$ cat config.mk
export PLATFORM = sky130hd
export DESIGN_NAME = fido_trip_logger
export DESIGN_NICKNAME = d
export VERILOG_FILES = /design/src/rtl/fido_trip_logger.sv
export SDC_FILE = /design/constraint.sdc
export NUM_CORES = 1
export LEC_CHECK = 0
export CAP_MARGIN = 20
export CELL_PAD_IN_SITES_DETAIL_PLACEMENT = 1
export CELL_PAD_IN_SITES_GLOBAL_PLACEMENT = 2
export CORE_MARGIN = 4
export CORE_UTILIZATION = 41
export CTS_BUF_LIST = sky130_fd_sc_hd__clkbuf_8
export DETAILED_ROUTE_END_ITERATION = 8
export PLACE_DENSITY = 0.95
export SLEW_MARGIN = 20
export SYNTH_ARGS = -nofsm -noshare
export SYNTH_HDL_FRONTEND = slang
export SYNTH_SLANG_ARGS = --single-unit
$ cat constraint.sdc
create_clock -name CLK -period 7.3 [get_ports CLK]
set_clock_uncertainty 0.2 [all_clocks]
set_input_delay 0.73 -clock CLK [delete_from_list [all_inputs] [get_ports CLK]]
set_output_delay 0.73 -clock CLK [all_outputs]
set_load 0.1 [all_outputs]
$ cat src/rtl/fido_trip_logger.sv
// ============================================================================
// Module   : fido_trip_logger
// Brief    : Logs location changes from the navigation FSM into a FWFT
//            history FIFO, counts steps and flags arrival at a target.
// Revision : 1.0 - initial release
// ============================================================================
`default_nettype none

module fido_trip_logger #(
    parameter int DEPTH = 8,
    parameter int CNT_W = 8
) (
    input  logic                       CLK,
    input  logic                       RESET,
    input  logic [2:0]                 LOC_IN,
    input  logic [2:0]                 TARGET,
    input  logic                       START,
    input  logic                       RD_EN,
    output logic [2:0]                 RD_DATA,
    output logic                       EMPTY,
    output logic                       FULL,
    output logic [$clog2(DEPTH):0]     COUNT,
    output logic [CNT_W-1:0]           STEPS,
    output logic                       BUSY,
    output logic                       ARRIVED,
    output logic                       OVERFLOW
);

    localparam int               AW      = $clog2(DEPTH);
    localparam logic [AW:0]      C_FULL  = (AW+1)'(DEPTH);
    localparam logic [AW:0]      C_ONE   = (AW+1)'(1);
    localparam logic [AW-1:0]    C_PSTEP = AW'(1);
    localparam logic [CNT_W-1:0] C_SMAX  = {CNT_W{1'b1}};
    localparam logic [CNT_W-1:0] C_SONE  = CNT_W'(1);

    typedef enum logic [1:0] {
        S_IDLE  = 2'd0,
        S_TRACK = 2'd1,
        S_DONE  = 2'd2
    } state_t;

    state_t          r_state;
    state_t          w_state_nxt;
    logic [2:0]      r_prev_loc;
    logic [2:0]      r_tgt;
    logic [CNT_W-1:0] r_steps;
    logic            r_overflow;
    logic [2:0]      r_mem [DEPTH];
    logic [AW-1:0]   r_wr_ptr;
    logic [AW-1:0]   r_rd_ptr;
    logic [AW:0]     r_count;

    logic            w_change;
    logic            w_full;
    logic            w_empty;
    logic            w_pop;
    logic            w_push;

    assign w_full   = (r_count == C_FULL);
    assign w_empty  = (r_count == '0);
    // START always wins over change detection, so a restart cycle logs nothing
    assign w_change = (r_state == S_TRACK) && !START && (LOC_IN != r_prev_loc);
    assign w_pop    = RD_EN && !w_empty;
    assign w_push   = w_change && (!w_full || w_pop);

    always_ff @(posedge CLK) begin
        if (RESET) begin
            r_state <= S_IDLE;
        end else begin
            r_state <= w_state_nxt;
        end
    end

    always_comb begin
        w_state_nxt = r_state;
        if (START) begin
            w_state_nxt = (LOC_IN == TARGET) ? S_DONE : S_TRACK;
        end else begin
            case (r_state)
                S_TRACK: if (w_change && (LOC_IN == r_tgt)) w_state_nxt = S_DONE;
                S_DONE:  w_state_nxt = S_DONE;
                default: w_state_nxt = S_IDLE;
            endcase
        end
    end

    always_ff @(posedge CLK) begin
        if (RESET) begin
            r_prev_loc <= 3'd0;
            r_tgt      <= 3'd0;
            r_steps    <= '0;
            r_overflow <= 1'b0;
            r_wr_ptr   <= '0;
            r_rd_ptr   <= '0;
            r_count    <= '0;
        end else begin
            if (START) begin
                r_tgt      <= TARGET;
                r_prev_loc <= LOC_IN;
                r_steps    <= '0;
            end else if (w_change) begin
                r_prev_loc <= LOC_IN;
                if (r_steps != C_SMAX) r_steps <= r_steps + C_SONE;
            end

            if (w_change && w_full && !w_pop) r_overflow <= 1'b1;
            if (w_push) r_wr_ptr <= r_wr_ptr + C_PSTEP;
            if (w_pop)  r_rd_ptr <= r_rd_ptr + C_PSTEP;

            if (w_push && !w_pop)      r_count <= r_count + C_ONE;
            else if (w_pop && !w_push) r_count <= r_count - C_ONE;
        end
    end

    always_ff @(posedge CLK) begin
        if (w_push && !RESET) r_mem[r_wr_ptr] <= LOC_IN;
    end

    assign RD_DATA  = w_empty ? 3'd0 : r_mem[r_rd_ptr];
    assign EMPTY    = w_empty;
    assign FULL     = w_full;
    assign COUNT    = r_count;
    assign STEPS    = r_steps;
    assign BUSY     = (r_state == S_TRACK);
    assign ARRIVED  = (r_state == S_DONE);
    assign OVERFLOW = r_overflow;

endmodule

`default_nettype wire

* Word level (Yosys, flattened, before mapping)
Memory sizes are Yosys's and may differ from the RTL's. A register that Yosys moved wholly into a read port is not among the register bits.
Cells that the tools add are included.
** Word-level totals
- Register bits :: 27
- Memory bits (writable) :: 24
- Bits of input ports :: 10
- Output and inout bits :: 20
- Word-level logic and storage cells :: 57
- Memories :: 1
** Cells by class
- Add/sub/neg operators :: 5
- Equal/unequal tests :: 8
- Mux-type cells :: 13
- Reduce and logical (&&, ||, !) cells :: 22
** Memory list
- r_mem :: words 8, width 3, rd ports 1, clocked after memory_dff 1, wr ports 1, RTL line 48 : logic [2:0] r_mem [DEPTH];
** Operators by type and width (count)
- 3-bit two-way mux :: 5
- 1-bit logical AND :: 10
- 8-bit by 1-bit adder with 8-bit output, second input constant :: 1
- 4-bit two-way mux :: 2
- 8-bit != test, second input constant :: 1
- 3-bit by 1-bit adder with 3-bit output, second input constant :: 2
- 3-bit equality test :: 2
- 1-bit logical NOT :: 6
- 2-bit two-way mux :: 3
- 4-bit by 1-bit adder with 4-bit output, second input constant :: 1
- 4-bit equality test, second input constant :: 1
- 4-bit logical NOT :: 1
- 2-bit one-hot mux with 2 select lines :: 1
- 2-bit nonzero test :: 2
- 4-bit by 1-bit subtractor with 4-bit output, second input constant :: 1
- 3-bit by 2-bit != test with 1-bit output, second input constant :: 1
- 3-bit != test :: 1
- 2-bit by 1-bit equality test with 1-bit output, second input constant :: 1
- 2-bit equality test, second input constant :: 1
- 1-bit two-way mux :: 2
- 2-bit AND reduction :: 1
- 2-bit OR reduction :: 1
- 1-bit logical OR :: 1

* Longest topological paths before layout
Gate-level depths: netlist of run 1.
- Depth in word-level cells :: 9
- Depth in mapped cells :: 12
- Depth with buffers taken out :: 12

* Worst setup path after synthesis of run 1
OpenSTA, ideal clock, no wires.
- Kind :: register to output
- Start point :: register r_count[0], in the netlist COUNT[0]
- End point :: output port RD_DATA[0]
- Arrival time :: 3145 ps
- Data required time :: 6370 ps
- Setup slack :: 3225 ps
- Stages on the path, launching flop included :: 4
- Path buffers :: 0
- Path through :: dfxtp_1 -> or4_1 -> inv_1 -> nor2_1
** Between the ends
- Cells in the longest elaborated chain, start to end :: 2
** RTL lines
- from (decl) :: RTL line 51 : logic [AW:0] r_count;
- from (signal assigned) :: RTL line 110 : if (w_push && !w_pop) r_count <= r_count + C_ONE;
- from (signal assigned) :: RTL line 111 : else if (w_pop && !w_push) r_count <= r_count - C_ONE;
- 4-bit logical NOT :: RTL line 60 : assign w_empty = (r_count == '0);
- via EMPTY :: RTL line 20 : output logic EMPTY,
- 3-bit two-way mux :: RTL line 119 : assign RD_DATA = w_empty ? 3'd0 : r_mem[r_rd_ptr];
- to (decl) :: RTL line 19 : output logic [2:0] RD_DATA,
The timed path passes the listed nets, and every way through them passes these cells.

* Final worst setup path of run 1
- Start point :: input port LOC_IN[2]
- End point :: register r_count[3], in the netlist COUNT[3]
** Between the ends
- Cells in the longest elaborated chain, start to end :: 6
- Elaborated cells between the ends (all ways) :: 8
- Classes of those cells :: eq/ne (1); mux (1); reduce/logical (6)
** RTL lines
- from (decl) :: RTL line 15 : input logic [2:0] LOC_IN,
- 3-bit != test * :: RTL line 62 : assign w_change = (r_state == S_TRACK) && !START && (LOC_IN != r_prev_loc);
- 1-bit logical AND * :: RTL line 62
- 1-bit logical AND * :: RTL line 64 : assign w_push = w_change && (!w_full || w_pop);
- 1-bit logical NOT :: RTL line 111
- 1-bit logical AND :: RTL line 111
- 2-bit nonzero test (no source line)
Every way passes the cells marked *; elsewhere a longest branch is shown, timed or not.
A chain may end at the register's enable or synchronous reset.

==> impl_metrics.tcl, run 1 <==
set metrics [dict create \
    status "finished clean" \
    holdCritPathClass "reg2reg" \
    cts_buffers 5 \
    synth_compound_area_frac 0.08870 \
    clk_latency_ns 0.31 \
    maxSlewViolCount 0 \
    finalCritPeriodShare 0.5096 \
    max-vdd-ir-drop_mv 0.2516 \
    timing.fmax_ghz 0.2688 \
    drc 0 \
    p_switching_w 0.0003899 \
    clkPwrFrac 0.183 \
    hold_viol_final 0 \
    cts.sinks 54 \
    synth_adder_area_share 0.04757 \
    worstMarginPinSlew_ns 0.9765 \
    syn-cell-area_um2 2525 \
    ys.warnings.count 0 \
    max_slew_margin 0.3470 \
    p_sw_frac 0.4317 \
    vias 1747 \
    hold_depth 2 \
    fp.dieH_um 86.48 \
    synth_edf_count 24 \
    dr.first_iter.drc_count 96 \
    p_total_w 0.0009031 \
    clk_pin_slew_ns 0.09 \
    p_leak_nw 1.016 \
    grt_setup_unrepaired "no" \
    yosysSeqAreaShare 0.5233 \
    viasPerCell 5.359 \
    criticalPathCategory "in2reg" \
    grt_use_total 0.1582 \
    io_buffers 29 \
    drt-pass1-iter-count 4 \
    h-tree-depth 2 \
    start_util 0.4239 \
    nFillCells 671 \
    synth.distinct_cells 43 \
    yosysTopAreaCellShare 0.2854 \
    synth_common_cells "dfxtp_1 (30), nor2_1 (27), edfxtp_1 (24)" \
    holdBufCountCts 0 \
    synthFlopType "dfxtp_1" \
    synthSimpleGateAreaFrac 0.1586 \
    grt_first_pass_wirelength_um 9239 \
    synthArstFlopShare 0 \
    ff2ff_setup_slack_ns 4.09 \
    synth.most_common_cell "dfxtp_1" \
    start_kind "input port" \
    root_buffer "clkbuf_8" \
    maxCapViolCount 0 \
    wl_per_cell_um 16.57 \
    synth_xor_area_frac 0.05401 \
    gp_congestion 0.7509 \
    post_cts.repair.setup_buffers 0 \
    seqPwrFrac 0.399 \
    row_count 28 \
    grt_max_degree 34 \
    netlist_top_cells_area "edfxtp_1 (29%), dfxtp_1 (24%), mux4_2 (5.4%), nor2_1 (4.0%), ha_1 (4.0%)" \
    crit_arrival_ns 3.72 \
    grt_pass1_vias 1851 \
    core_um2 5956 \
    die-area_um2 7478 \
    synthCells 222 \
    worstRegToRegCells 10 \
    syn_nets 241 \
    post-dp-hpwl_um 3998 \
    grt_remaining_overflow 0 \
    p_int_w 0.0005132 \
    comb_power_share 0.418 \
    fin_nets 269 \
    cts_tree "built" \
    cts.path.max_buffers 2 \
    critPathRequiredTime_ns 7.30 \
    synth_top_family_by_area "simple AND/OR/NAND/NOR gates" \
    synth_top_cell_by_area "edfxtp_1" \
    ioPinCount 30 \
    setup_violations 0 \
    muxShareOfSynthArea 0.1021 \
    syn_avg_cell_area_um2 11.37 \
    setup_tns_ns 0 \
    antenna_left 0 \
    grt_antenna_before_repair 0 \
    num_antenna_cells 0 \
    drive_gt1_frac 0.09960 \
    post-route-min-period_ns 3.720 \
    worstPathMaxFanout 12 \
    holdWs_ns 0.2802 \
    end_kind "register" \
    synth-seq-cells 54 \
    area_growth_pct 17.84 \
    pwr_density_cell_nw_per_um2 303.5 \
    die_w_um 86.48 \
    wirelength_um 5403 \
    cts_resized 0 \
]
through the flow:
stage                     setup WS (ns)  std cells  cell area, um2    util
after floorplan                   3.225        222            2525       -
after global placement            2.787        317            2878  0.4832
after detailed placement          2.605        317            2878  0.4832
after CTS                         2.946        325            2968  0.4983
after global routing              3.338        326            2975  0.4996
final                             3.580        326            2975  0.4996
path summary, 6_finish.rpt:
check,endpoint,startpoint
min,OVERFLOW,OVERFLOW
max,COUNT[3],LOC_IN[2]
max reg2reg,COUNT[3],COUNT[0]
min reg2reg,OVERFLOW,OVERFLOW
area by class of cell:
| type | instances | area (um2) | area share |
|---|---|---|---|
| clock buffer | 5 | 68.82 | 0.02313 |
| inverter | 7 | 26.28 | 0.008831 |
| tap | 75 | 93.84 | 0.03154 |
| timing repair buffer | 31 | 305.3 | 0.1026 |
| multi-input combinational | 151 | 1139 | 0.3827 |
| sequential | 54 | 1321 | 0.4441 |
| clock inverter | 3 | 21.27 | 0.007149 |
routing by layer:
metal	track usage	up-vias	routed length, um
met4	0.03824	0	61
met5	0	-	0
met2	0.2719	24	2693
met3	0.03897	7	152
met1	0.2005	843	2496
li1	-	873	-
state kept, by name (all words and copies together) (netlist names), named ones only:
register and flops:
STEPS 8, r_prev_loc 3, r_wr_ptr 3, r_state 2, COUNT 4, r_rd_ptr 3
r_tgt 3, OVERFLOW 1, r_mem 24
cell families after synthesis:
kind of cell,Yosys count
AND/OR/NAND/NOR,76
flip-flops,54
AO/OA/AOI/OAI,35
multiplexers,18
buffers and inverters,17
XOR/XNOR,13
adder cells (fa/ha/maj),9
power groups by stage:
| stage | clock [W] | combinational [W] | sequential (W) |
|---|---|---|---|
| finish | 0.000165 | 0.000378 | 0.000360 |
| global route | 0.000186 | 0.000404 | 0.000366 |
| CTS | 0.000173 | 0.000381 | 0.000361 |
| detailed placement | 0 | 0.000381 | 0.000368 |
| global placement | 0 | 0.000373 | 0.000367 |
| floorplan | 0 | 0.000247 | 0.000414 |
cells in the final DEF (no fill, tap or decap), types with 3 or more instances in the layout:
cell type,count
nand2b_1,5
or3_1,3
ha_1,8
nand3_1,10
o31ai_1,4
xor2_2,3
a21oi_1,15
nor3_1,5
edfxtp_1,24
or4_1,5
dfxtp_1,30
mux4_2,6
nor2_1,27
clkdlybuf4s50_1,29
inv_1,7
o21ai_0,5
clkbuf_8,5
and3_1,3
nand2_1,6
xor2_1,3
mux2i_1,10
xnor2_1,7
worst max-delay path, cell delays in order:
cell and delay, ns:
clkdlybuf4s50_1 0.82, xor2_2 0.18, o31ai_2 0.40, nor2_1 0.10, ha_1 0.21, inv_1 0.14, ha_1 0.25, a21o_1 0.17
a21oi_1 0.17, mux2i_1 0.21, mux2_2 0.34
Note: power is estimated with default switching activity, not from simulation.
==> run 2: changes to the inputs <==
--- a/config.mk
+++ b/config.mk
@@ -9,10 +9,10 @@
 export CELL_PAD_IN_SITES_DETAIL_PLACEMENT = 1
 export CELL_PAD_IN_SITES_GLOBAL_PLACEMENT = 2
 export CORE_MARGIN = 4
-export CORE_UTILIZATION = 41
+export CORE_UTILIZATION = 38
 export CTS_BUF_LIST = sky130_fd_sc_hd__clkbuf_8
 export DETAILED_ROUTE_END_ITERATION = 8
-export PLACE_DENSITY = 0.95
+export PLACE_DENSITY = 0.9
 export SLEW_MARGIN = 20
 export SYNTH_ARGS = -nofsm -noshare
 export SYNTH_HDL_FRONTEND = slang
==> constraint.sdc (replaced) <==
create_clock -name CLK -period 3.71 [get_ports CLK]
set_clock_uncertainty 0.2 [all_clocks]
set_input_delay 0.371 -clock CLK [delete_from_list [all_inputs] [get_ports CLK]]
set_output_delay 0.371 -clock CLK [all_outputs]
set_load 0.1 [all_outputs]
==> impl_metrics.tcl, run 2 (same netlist as run 1, synthesis figures left out) <==
set metrics [dict create \
    final_common_cell "dfxtp_1" \
    grt_first_pass_wirelength_um 9687 \
    die-area_um2 8013 \
    grt_max_degree 20 \
    clk_latency_ns 0.31 \
    area_growth_pct 19.77 \
    h-tree-depth 2 \
    critPathRequiredTime_ns 3.71 \
    seqPwrFrac 0.393 \
    max-vdd-ir-drop_mv 0.5688 \
    drive_gt1_frac 0.1479 \
    grt_setup_unrepaired "no" \
    path_cells "or4b_1 -> nor2_1 -> nor2_1 -> ha_1 -> inv_1 -> ha_1 -> a21o_1 -> a21oi_1 -> mux2i_1 -> mux2_2" \
    drc 0 \
    slowest_delay_ns 0.59 \
    end_kind "register" \
    largest_reg_flops 24 \
    holdCritPathClass "reg2reg" \
    hold_end "OVERFLOW" \
    hold_depth 2 \
    timing.fmax_ghz 0.3156 \
    fp.dieH_um 89.52 \
    core_um2 6386 \
    post-dp-hpwl_um 4466 \
    die_w_um 89.52 \
    holdBufCountCts 0 \
    crit_arrival_ns 3.17 \
    wl_per_cell_um 17.31 \
    cts.path.max_buffers 2 \
    row_count 29 \
    cts_resized 0 \
    cp_top_family "simple AND/OR/NAND/NOR gates" \
    finalCritPeriodShare 0.8541 \
    root_buffer "clkbuf_8" \
    dp.cells 326 \
    crit_buf_inv 1 \
    wirelength_um 5782 \
    ioPinCount 30 \
    fin_nets 275 \
    largest_register "r_mem" \
    status "finished clean" \
    nFillCells 681 \
    cts.sinks 54 \
    worstMarginPinSlew_ns 0.9844 \
    pwr_density_cell_nw_per_um2 596.3 \
    layoutNonFillerInstCount 334 \
    setup_violations 0 \
    cts_buffers 5 \
    start_kind "register" \
    grt_antenna_before_repair 0 \
    antenna_left 0 \
    vias 1794 \
    io_buffers 29 \
    max_slew_margin 0.3417 \
    hp-start "OVERFLOW" \
    viasPerCell 5.371 \
    cp_slowest_cell "or4b_1" \
    grt_remaining_overflow 0 \
    dr.first_iter.drc_count 81 \
    maxCapViolCount 0 \
    final_cell_mix "dfxtp_1 (30), nor2_1 (27), clkdlybuf4s50_1 (24), edfxtp_1 (24), a21oi_1 (15)" \
    worstPathMaxFanout 6 \
    comb_power_share 0.409 \
    clkPwrFrac 0.198 \
    r2r_start "COUNT[0]" \
    ff2ff_setup_slack_ns 0.54 \
    postLayoutCellArea_um2 3024 \
    hold_viol_final 0 \
    post_cts.repair.setup_buffers 0 \
    cts_tree "built" \
    p_int_w 0.001023 \
    drt-pass1-iter-count 4 \
    maxSlewViolCount 0 \
    post-route-min-period_ns 3.169 \
    worstRegToRegCells 10 \
    placed_cell_area_um2 2920 \
    rr_endpoint "COUNT[3]" \
    start_util 0.3954 \
    criticalPathCategory "reg2reg" \
    grt_pass1_vias 1875 \
    clk_pin_slew_ns 0.11 \
    gp_congestion 0.7684 \
    p_leak_nw 1.055 \
    num_antenna_cells 0 \
    p_switching_w 0.0007801 \
    grt_use_total 0.1589 \
    p_sw_frac 0.4326 \
]
[run 2: worst min-delay path: cells and delay by family (launching register included)]
family	cells	cell delay (ns)
flip-flops	1	0.36
AND/OR/NAND/NOR	1	0.07
AO/OA/AOI/OAI	1	0.05
[run 2: stage by stage]
stage	power, W	util	hold WS [ns]	setup slack [ns]	TNS (ns)
6_report	0.001803	0.4736	0.3054	0.5411	0
5_1_grt	0.001887	0.4736	0.3565	0.3389	0
4_1_cts	0.001826	0.4728	0.3119	0.4945	0
3_5_place_dp	0.001472	0.4573	0.2931	0.3813	0
3_3_place_gp	0.001453	0.4573	0.2733	0.4656	0
2_1_floorplan	0.001301	-	0.2541	-0.006302	-0.01890
[run 2: layout make-up]
cell class                      count  area, um2  share of cell area
Clock buffer                        6      82.58             0.02731
Clock inverter                      2      16.27            0.005379
Inverter                            7      26.28            0.008688
Multi-Input combinational cell    151       1144              0.3782
Sequential cell                    54       1321              0.4369
Tap cell                           77      96.34             0.03186
Timing Repair Buffer               37      337.8              0.1117
[run 2: worst max path at each step]
stage                         start         end  slack (ns)  cells after the start
after global routing       COUNT[0]    COUNT[3]        0.34                     10
after global placement    LOC_IN[2]    COUNT[3]        0.47                     11
after detailed placement  LOC_IN[2]    COUNT[3]        0.38                     11
final                      COUNT[0]    COUNT[3]        0.54                     10
after CTS                  COUNT[0]    COUNT[3]        0.49                     10
after floorplan            COUNT[0]  RD_DATA[0]      -0.006                      3
[run 2: routing by layer]
| metal | global-route usage | share of wire | wire, um | vias up |
|---|---|---|---|---|
| li1 | - | - | - | 877 |
| met2 | 0.2840 | 0.52 | 3004 | 19 |
| met1 | 0.1926 | 0.44 | 2547 | 892 |
| met3 | 0.03594 | 0.029 | 167 | 6 |
| met4 | 0.04060 | 0.011 | 61 | 0 |
| met5 | 0 | 0 | 0 | - |
[run 2: power by group through the flow]
stage | logic (W) | registers, W | clock network (W)
after global routing | 0.000784 | 0.000718 | 0.000385
after detailed placement | 0.000747 | 0.000725 | 0
after global placement | 0.000733 | 0.000719 | 0
after floorplan | 0.000486 | 0.000815 | 0
after CTS | 0.000748 | 0.000711 | 0.000367
final | 0.000738 | 0.000708 | 0.000357
==> run 3: changes to the inputs <==
--- a/config.mk
+++ b/config.mk
@@ -12,6 +12,7 @@
 export CORE_UTILIZATION = 38
 export CTS_BUF_LIST = sky130_fd_sc_hd__clkbuf_8
 export DETAILED_ROUTE_END_ITERATION = 8
+export HOLD_SLACK_MARGIN = 0.05
 export PLACE_DENSITY = 0.9
 export SLEW_MARGIN = 20
 export SYNTH_ARGS = -nofsm -noshare
==> results of run 3 <==
Same layout as run 2: the final DEF is identical, and so are final timing and power.
